File: src/rtl/fib_sequencer.sv
// Fibonacci / Pell recurrence sequencer: DEPTH-term file filled one term per TICK_DIV clocks.
// Optional macro FIB_SATURATE_EN: overflowing terms clamp to all-ones instead of wrapping.
//
// state | meaning
// IDLE  | seeds loaded or reset; waiting for Start
// RUN   | generating terms 2..DEPTH-1, one per tick
// DONE  | all terms generated; file held
module fib_sequencer #(
  parameter int WIDTH    = 16,
  parameter int DEPTH    = 16,
  parameter int TICK_DIV = 30000000
) (
  input  logic                     Clock,
  input  logic                     Reset,
  input  logic                     SeedA,
  input  logic                     SeedB,
  input  logic [WIDTH-1:0]         SeedValue,
  input  logic                     Start,
  input  logic                     Mode,
  input  logic [$clog2(DEPTH)-1:0] RdAddr,
  output logic [WIDTH-1:0]         RdData,
  output logic [WIDTH-1:0]         Current,
  output logic [$clog2(DEPTH):0]   Index,
  output logic                     Busy,
  output logic                     Done,
  output logic                     Overflow
);

  localparam int AW = $clog2(DEPTH);
  localparam int IW = AW + 1;
  localparam int CW = (TICK_DIV > 1) ? $clog2(TICK_DIV) : 1;

  typedef enum logic [1:0] {IDLE, RUN, DONE} state_t;

  state_t           state;
  logic [WIDTH-1:0] terms [DEPTH];
  logic [CW-1:0]    tick;
  logic             mode_q;
  logic [AW-1:0]    idx_m1;
  logic [AW-1:0]    idx_m2;
  logic [WIDTH-1:0] prev1;
  logic [WIDTH-1:0] prev2;
  logic [WIDTH+1:0] sum;
  logic             sum_ovf;
  logic [WIDTH-1:0] next_term;
  logic             seed;
  logic             step;

  assign seed   = SeedA | SeedB;
  assign step   = (state == RUN) && (tick == CW'(TICK_DIV - 1));
  assign idx_m1 = AW'(Index - IW'(1));
  assign idx_m2 = AW'(Index - IW'(2));
  assign prev1  = terms[idx_m1];
  assign prev2  = terms[idx_m2];

  // Two guard bits cover the Pell worst case 3*(2^WIDTH-1).
  always_comb begin
    if (mode_q) sum = ({2'b00, prev1} << 1) + {2'b00, prev2};
    else        sum = {2'b00, prev1} + {2'b00, prev2};
  end

  assign sum_ovf = |sum[WIDTH+1:WIDTH];

`ifdef FIB_SATURATE_EN
  assign next_term = sum_ovf ? {WIDTH{1'b1}} : sum[WIDTH-1:0];
`else
  assign next_term = sum[WIDTH-1:0];
`endif

  always_comb begin
    RdData = '0;
    if ({1'b0, RdAddr} < IW'(DEPTH)) RdData = terms[RdAddr];
  end

  always_ff @(posedge Clock or negedge Reset) begin
    if (!Reset) begin
      state    <= IDLE;
      for (int i = 0; i < DEPTH; i++) terms[i] <= '0;
      Current  <= '0;
      Index    <= '0;
      Busy     <= 1'b0;
      Done     <= 1'b0;
      Overflow <= 1'b0;
      tick     <= '0;
      mode_q   <= 1'b0;
    end else if (seed) begin
      // A seed overrides everything, including a Start in the same cycle.
      if (SeedA) terms[0] <= SeedValue;
      if (SeedB) terms[1] <= SeedValue;
      Current  <= SeedValue;
      state    <= IDLE;
      Index    <= '0;
      Busy     <= 1'b0;
      Done     <= 1'b0;
      Overflow <= 1'b0;
      tick     <= '0;
    end else begin
      case (state)
        IDLE, DONE: begin
          if (Start) begin
            mode_q   <= Mode;
            Index    <= IW'(2);
            tick     <= '0;
            Overflow <= 1'b0;
            Done     <= 1'b0;
            Busy     <= 1'b1;
            state    <= RUN;
          end
        end
        RUN: begin
          if (step) begin
            tick                <= '0;
            terms[Index[AW-1:0]] <= next_term;
            Current             <= next_term;
            Index               <= Index + IW'(1);
            if (sum_ovf) Overflow <= 1'b1;
            if (Index == IW'(DEPTH - 1)) begin
              state <= DONE;
              Busy  <= 1'b0;
              Done  <= 1'b1;
            end
          end else begin
            tick <= tick + CW'(1);
          end
        end
        default: state <= IDLE;
      endcase
    end
  end

endmodule

File: config.mk
export PLATFORM = sky130hd
export DESIGN_NAME = fib_sequencer
export DESIGN_NICKNAME = d
export VERILOG_FILES = /design/src/rtl/fib_sequencer.sv
export SDC_FILE = /design/constraint.sdc
export NUM_CORES = 1
export LEC_CHECK = 0
export CORE_UTILIZATION = 38
export DETAILED_ROUTE_END_ITERATION = 8
export PLACE_DENSITY = 0.59
export SLEW_MARGIN = 25
export SYNTH_ARGS = -nofsm -noshare
export SYNTH_HDL_FRONTEND = slang
export SYNTH_SLANG_ARGS = --single-unit
File: constraint.sdc
create_clock -name Clock -period 8.4 [get_ports Clock]
set_input_delay 1.68 -clock Clock [delete_from_list [all_inputs] [get_ports Clock]]
set_output_delay 1.68 -clock Clock [all_outputs]
set_load 0.1 [all_outputs]
==> metrics.txt, run 1 <==
run status=completed; Sum Neg Setup Slack=0 ps; Placed Instance Area=slightly above 20000 um^2; insertion delay to the later sink of the worst-skew pair=between 500 and 600 ps; number of buffers added by the clock tree synthesis step=35; Gates resized, CTS repair=0; total buffers and inverters traversed by the critical path=3; number of setup buffers added after CTS=0; Cells after Synth=1719; CP endpoint kind=output port; gp weighted congestion=slightly below 0.9; average cell area after synthesis=between 10 and 15 um^2; number of non-filler instances in the completed layout=around 2400; number of placed I/O pins=66; share of the clock period used by the worst path=0.784; overall global routing resource usage=0.231; number of max-capacitance violations reported=0; hold_ws=just over 500 ps; number of synthesized flops with an enable pin=0; Routed Wire Length=between 50 and 60 mm; post-route ant nets=0; required arrival time at the worst endpoint=approximately 6700 ps; normalized max-slew margin=0.253; Worst-Margin Slew=roughly 1100 ps; row count=between 80 and 90; die width=between 200 and 250 um; share of final-layout standard cells stronger than drive strength 1=0.220; Cell Chain, Critical Path=buf_2 > buf_4 > mux4_2 > mux4_2 > clkdlybuf4s50_1; antenna violations before repair=0; via count of the routed design=~15000; post-synthesis async set-or-reset flop share=1.00; critical path arrival=around 5000 ps; portion of the post-synthesis area used by sequential elements=0.399; clock sink count=just over 300; power per standard cell area=roughly 160 nW/um^2; unrepaired setup endpoints after global routing=false; number of cells after detailed placement=2380; number of setup violations in the final report=0; count of yosys warnings during synthesis=0; number of DRC markers after the initial detailed-route iteration=1507; Mapped Area=roughly 19000 um^2; Peak Freq=approximately 150 MHz; full die area=between 50000 and 60000 um^2; HPWL after DPL=39.3 mm; gate family responsible for the most delay along the worst path=buffers and inverters; final critical-path required period=roughly 6600 ps; most used cell along the critical path=sky130_fd_sc_hd__mux4_2; TritonCTS clock tree=built; Final nets=between 1500 and 2000; synth-to-layout area growth=13.8%; number of hold buffers added after CTS=0; Core Region=50200 um^2; clock tree buffer depth=3; maximum fanout count along the critical path=34; first drt pass iteration count=6; via count of the first global-routing pass=approximately 14000; kind of start point of the critical path=primary input; most common cell after layout, fill and taps aside=sky130_fd_sc_hd__dfrtp_1; number of DRC violations after detailed routing=0; average wire per cell in the routed design=23.8 um; synthesized netlist net count=around 1800; CP max stage cell=sky130_fd_sc_hd__clkdlybuf4s50_1; cell leakage power=a little under 9 nW; final max-slew violation count=0; number of port buffers=65; library cells used by synthesis=69; routed via count divided by cell count=between 6 and 7; effective utilization at floorplan=0.385; Die H=approximately 230 um; number of storage elements in the synthesis netlist=around 300; CP Class=in2out; classification of the worst-slack hold path=reg2reg; most instantiated flip-flop cell in the synthesis netlist=sky130_fd_sc_hd__dfrtp_1; cell at the root of the clock tree=sky130_fd_sc_hd__clkbuf_16; maximum single-stage delay on the critical path=between 1000 and 1500 ps; clock skew=roughly 31 ps; worst supply voltage drop on vdd=between 0.0001 and 0.00015 V; maximum number of pins on one net before global-route repair=roughly 170; most used cells in the layout excluding fill and tap cells=sky130_fd_sc_hd__dfrtp_1, sky130_fd_sc_hd__nand2_1, sky130_fd_sc_hd__o21ai_0; clock-pin slew reported for the worst setup and hold paths after clock tree synthesis=50 ps; number of fill cells=about 4600; final hold violation count=0; gr ovfl total=0; # H-tree levels=2; post-route cell area=~22000 um^2; global-route wire length before repair=between 80 and 90 mm
==> synth_stat cells (4+ instances only) <==
master / instances / area share
sky130_fd_sc_hd__nor3_1: 13 / 0.0034
sky130_fd_sc_hd__xor2_1: 13 / 0.0059
sky130_fd_sc_hd__o21a_1: 5 / 0.0019
sky130_fd_sc_hd__nand2b_1: 8 / 0.0026
sky130_fd_sc_hd__or2_2: 4 / 0.0013
sky130_fd_sc_hd__dfrtp_1: 308 / 0.40
sky130_fd_sc_hd__o31ai_1: 4 / 0.0016
sky130_fd_sc_hd__buf_2: 6 / 0.0016
sky130_fd_sc_hd__a211oi_1: 5 / 0.0019
sky130_fd_sc_hd__nor2_1: 138 / 0.027
sky130_fd_sc_hd__buf_1: 25 / 0.0049
sky130_fd_sc_hd__o21ai_0: 239 / 0.062
sky130_fd_sc_hd__o21bai_1: 4 / 0.0016
sky130_fd_sc_hd__inv_1: 42 / 0.0082
sky130_fd_sc_hd__nand2_1: 244 / 0.047
sky130_fd_sc_hd__a21o_1: 16 / 0.0062
sky130_fd_sc_hd__and2_1: 5 / 0.0016
sky130_fd_sc_hd__nand3_1: 23 / 0.0060
sky130_fd_sc_hd__and3_1: 12 / 0.0039
sky130_fd_sc_hd__ha_1: 40 / 0.026
sky130_fd_sc_hd__nand4_1: 9 / 0.0029
sky130_fd_sc_hd__nor2b_1: 7 / 0.0023
sky130_fd_sc_hd__a21oi_1: 94 / 0.024
sky130_fd_sc_hd__mux2_2: 16 / 0.0093
sky130_fd_sc_hd__xnor2_1: 31 / 0.014
sky130_fd_sc_hd__clkbuf_1: 85 / 0.017
sky130_fd_sc_hd__a31oi_1: 7 / 0.0023
sky130_fd_sc_hd__a22oi_1: 8 / 0.0031
sky130_fd_sc_hd__mux2i_1: 13 / 0.0067
sky130_fd_sc_hd__mux4_2: 234 / 0.27
==> state kept, by name, indices dropped and copies added, names as in the netlist <==
| register | count |
|---|---|
| terms | 256 |
| tick | 25 |
| Current | 16 |
| Index | 5 |
| state | 2 |
| Busy | 1 |
| Done | 1 |
| Overflow | 1 |
| mode_q | 1 |
==> where the power goes <==
| group | total [mW] | leakage (nW) | switching [mW] | internal [mW] |
|---|---|---|---|---|
| Combinational | 0.407 | 4.04 | 0.268 | 0.138 |
| Clock | 1.60 | 0.593 | 0.632 | 0.967 |
| Sequential | 1.55 | 4.21 | 0.0408 | 1.51 |
| Total | 3.56 | 8.84 | 0.941 | 2.61 |
==> path summary, 6_finish.rpt <==
kind                                 from          to  slack [ps]  depth (start not counted)
min in group asynchronous           Reset  Current[2]        1130                          1
worst min-delay path              tick[2]     tick[2]         510                          1
worst max-delay path            RdAddr[1]   RdData[6]        1810                          5
worst min register to register    tick[2]     tick[2]         510                          1
worst max register to register   Index[1]  terms[158]        2180                         15
max in group asynchronous           Reset    Index[0]        5820                          2
==> routing by layer <==
layer / GRT usage / part of all wire / wire length [um]
met1: 0.319 / 0.42 / 24200
met2: 0.348 / 0.45 / 26100
met3: 0.0697 / 0.10 / 6070
met4: 0.0745 / 0.031 / 1800
met5: 0 / 0 / 0
==> through the flow <==
step	utilization	setup WS (ps)	total power, mW
final	0.439	1810	3.56
after global routing	0.439	1720	3.67
after CTS	0.437	1800	3.58
after detailed placement	0.414	1790	1.98
after global placement	0.413	1870	1.97
after floorplan	-	1350	1.82
==> area by class of cell <==
type	count	area, um^2	share of cell area
antenna	1	2.50	0.000114
clock buffer	50	1050	0.0479
clock inverter	13	145	0.00660
inverter	42	158	0.00717
multi-input combinational	1248	11000	0.502
sequential	308	7710	0.351
tap	672	841	0.0382
timing repair buffer	112	1040	0.0474
==> kinds of logic (layout without fill, tap and decap cells) <==
logic type | Yosys count | after routing | synth area share
compound gates | 410 | 410 | 0.118
buf+inv | 163 | 217 | 0.0335
mux | 267 | 267 | 0.294
simple gates | 481 | 481 | 0.106
other cells | 0 | 1 | 0
fa+ha+maj | 44 | 44 | 0.0286
flops | 308 | 308 | 0.399
xor+xnor | 46 | 46 | 0.0222
Note: power is estimated with default switching activity, not from simulation.
==> inputs of run 2 (changes only) <==
PLACE_DENSITY = 0.61   (was 0.59)
clock period = 5.87 ns   (was 8.4 ns; I/O delays follow)
==> metrics.txt, run 2 (synthesis gave the netlist of run 1 again) <==
run status=completed (unchanged); average wire per cell in the routed design=24.4 um (was 23.8 um); cell leakage power=8.87 nW (was 8.84 nW); insertion delay to the later sink of the worst-skew pair=540 ps (about the same); number of hold buffers added after CTS=0 (unchanged); row count=82 (unchanged); global-route wire length before repair=93.4 mm (was 89.9 mm); required arrival time at the worst endpoint=6240 ps (was 6720 ps); Cell Chain, Critical Path=inv_1 > ha_1 > a21boi_1 > xnor2_2 > mux2i_2 > inv_1 > fa_1 > maj3_2 > a2111o_1 > a211o_1 > a21oi_1 > nor3b_2 > a21oi_2 > a21oi_1 (was buf_2 > buf_4 > mux4_2 > mux4_2 > clkdlybuf4s50_1); power per standard cell area=228 nW/um^2 (was 162 nW/um^2); Peak Freq=about 180 MHz; gr ovfl total=0 (unchanged); FF+latch area=7710 um^2 (about the same); cell at the root of the clock tree=sky130_fd_sc_hd__clkbuf_16 (unchanged); post-route ant nets=0 (unchanged); maximum fanout count along the critical path=14 (was 34); Core Region=50200 um^2 (unchanged); clock skew=16.9 ps (was 31.2 ps); final hold violation count=0 (unchanged); biggest regs=terms: 256 flops, tick: 25 flops, Current: 16 flops (unchanged); Die H=228 um (unchanged); classification of the worst-slack hold path=reg2reg (unchanged); synth-to-layout area growth=13.9% (was 13.8%); HPWL after DPL=40.6 mm (was 39.3 mm); Worst-Margin Slew=1100 ps (was 1120 ps); most used cells in the layout excluding fill and tap cells=sky130_fd_sc_hd__dfrtp_1, sky130_fd_sc_hd__nand2_1, sky130_fd_sc_hd__o21ai_0 (unchanged); unrepaired setup endpoints after global routing=false (unchanged); number of fill cells=4620 (was 4612); # H-tree levels=2 (unchanged); Final nets=1819 (was 1814); hold_ws=513 ps (was 508 ps); Sum Neg Setup Slack=0 ps (unchanged); via count of the routed design=15200 (was 14900); critical path arrival=5860 ps (was 4910 ps); final max-slew violation count=0 (unchanged); number of placed I/O pins=66 (unchanged); number of setup violations in the final report=0 (unchanged); first drt pass iteration count=8 (was 6); most common cell after layout, fill and taps aside=sky130_fd_sc_hd__dfrtp_1 (unchanged); CP endpoint kind=register (was output port); full die area=51800 um^2 (unchanged); number of setup buffers added after CTS=0 (unchanged); Routed Wire Length=59.8 mm (was 58.2 mm); share of the clock period used by the worst path=0.934; Gates resized, CTS repair=0 (unchanged); number of DRC markers after the initial detailed-route iteration=1707 (was 1507); largest register by flop count=terms (unchanged); overall global routing resource usage=0.239 (was 0.231); effective utilization at floorplan=0.385 (unchanged); diode count=0 (was 1); maximum number of pins on one net before global-route repair=134 (was 172); antenna violations before repair=0 (unchanged); normalized max-slew margin=0.263 (was 0.253); worst supply voltage drop on vdd=0.000239 V (was 0.000118 V); via count of the first global-routing pass=15000 (was 14500); die width=228 um (unchanged); share of the core filled with cells=0.439 (about the same); maximum single-stage delay on the critical path=740 ps (was 1010 ps); Largest register FFs=256 (unchanged); clock tree buffer depth=3 (unchanged); CP max stage cell=sky130_fd_sc_hd__xnor2_2 (was sky130_fd_sc_hd__clkdlybuf4s50_1); share of final-layout standard cells stronger than drive strength 1=0.226 (was 0.220); routed via count divided by cell count=6.20 (was 6.08); final critical-path required period=5480 ps; gate family responsible for the most delay along the worst path=compound AO/OA/AOI/OAI gates (was buffers and inverters); CP Class=reg2reg (was in2out); kind of start point of the critical path=register (was primary input); clock sink count=308 (unchanged); clock-pin slew reported for the worst setup and hold paths after clock tree synthesis=60 ps (was 50 ps); gp weighted congestion=0.966 (was 0.889); number of max-capacitance violations reported=0 (unchanged); number of port buffers=65 (unchanged); register-to-register setup slack=390 ps (was 2180 ps); multi-input logic area=11000 um^2 (about the same); Pwr Total=5.01 mW (was 3.56 mW); number of buffers added by the clock tree synthesis step=35 (unchanged); number of DRC violations after detailed routing=0 (unchanged); total buffers and inverters traversed by the critical path=2 (was 3); TritonCTS clock tree=built (unchanged)
-- run 2: layout make-up --
class                   instances  area share
multi-input cells            1248       0.502
well taps                     672      0.0382
clock inverters                 7     0.00335
repair buffers                117      0.0517
inverters                      42     0.00716
clock buffers                  56      0.0475
flip-flops and latches        308       0.350
-- run 2: metal layers --
layer / track usage / wire length (um)
met3: 0.0328 / 4920
met1: 0.351 / 25600
met5: 0 / 0
met2: 0.364 / 27300
met4: 0.0823 / 1990
-- run 2: final timing paths --
check | to | cells past startpoint | startpoint
max in group asynchronous | terms[43] | 2 | Reset
worst min register to register | tick[2] | 1 | tick[2]
worst min-delay path | tick[2] | 1 | tick[2]
worst max register to register | terms[30] | 14 | Index[2]
min in group asynchronous | Current[2] | 1 | Reset
worst max-delay path | terms[30] | 14 | Index[2]
-- run 2: where the power goes --
part | internal, mW | switching (mW) | total [mW]
registers | 2.16 | 0.0355 | 2.20
clock network | 1.27 | 0.926 | 2.19
logic | 0.209 | 0.413 | 0.622
total | 3.64 | 1.37 | 5.01
-- run 2: per-stage QoR --
step	area (um^2)	instances	setup WS (ps)
floorplan	19400	1719	21.1
global placement	20800	2385	618
detailed placement	20900	2387	493
CTS	22000	2450	462
global route	22000	2450	158
finish	22000	2450	388
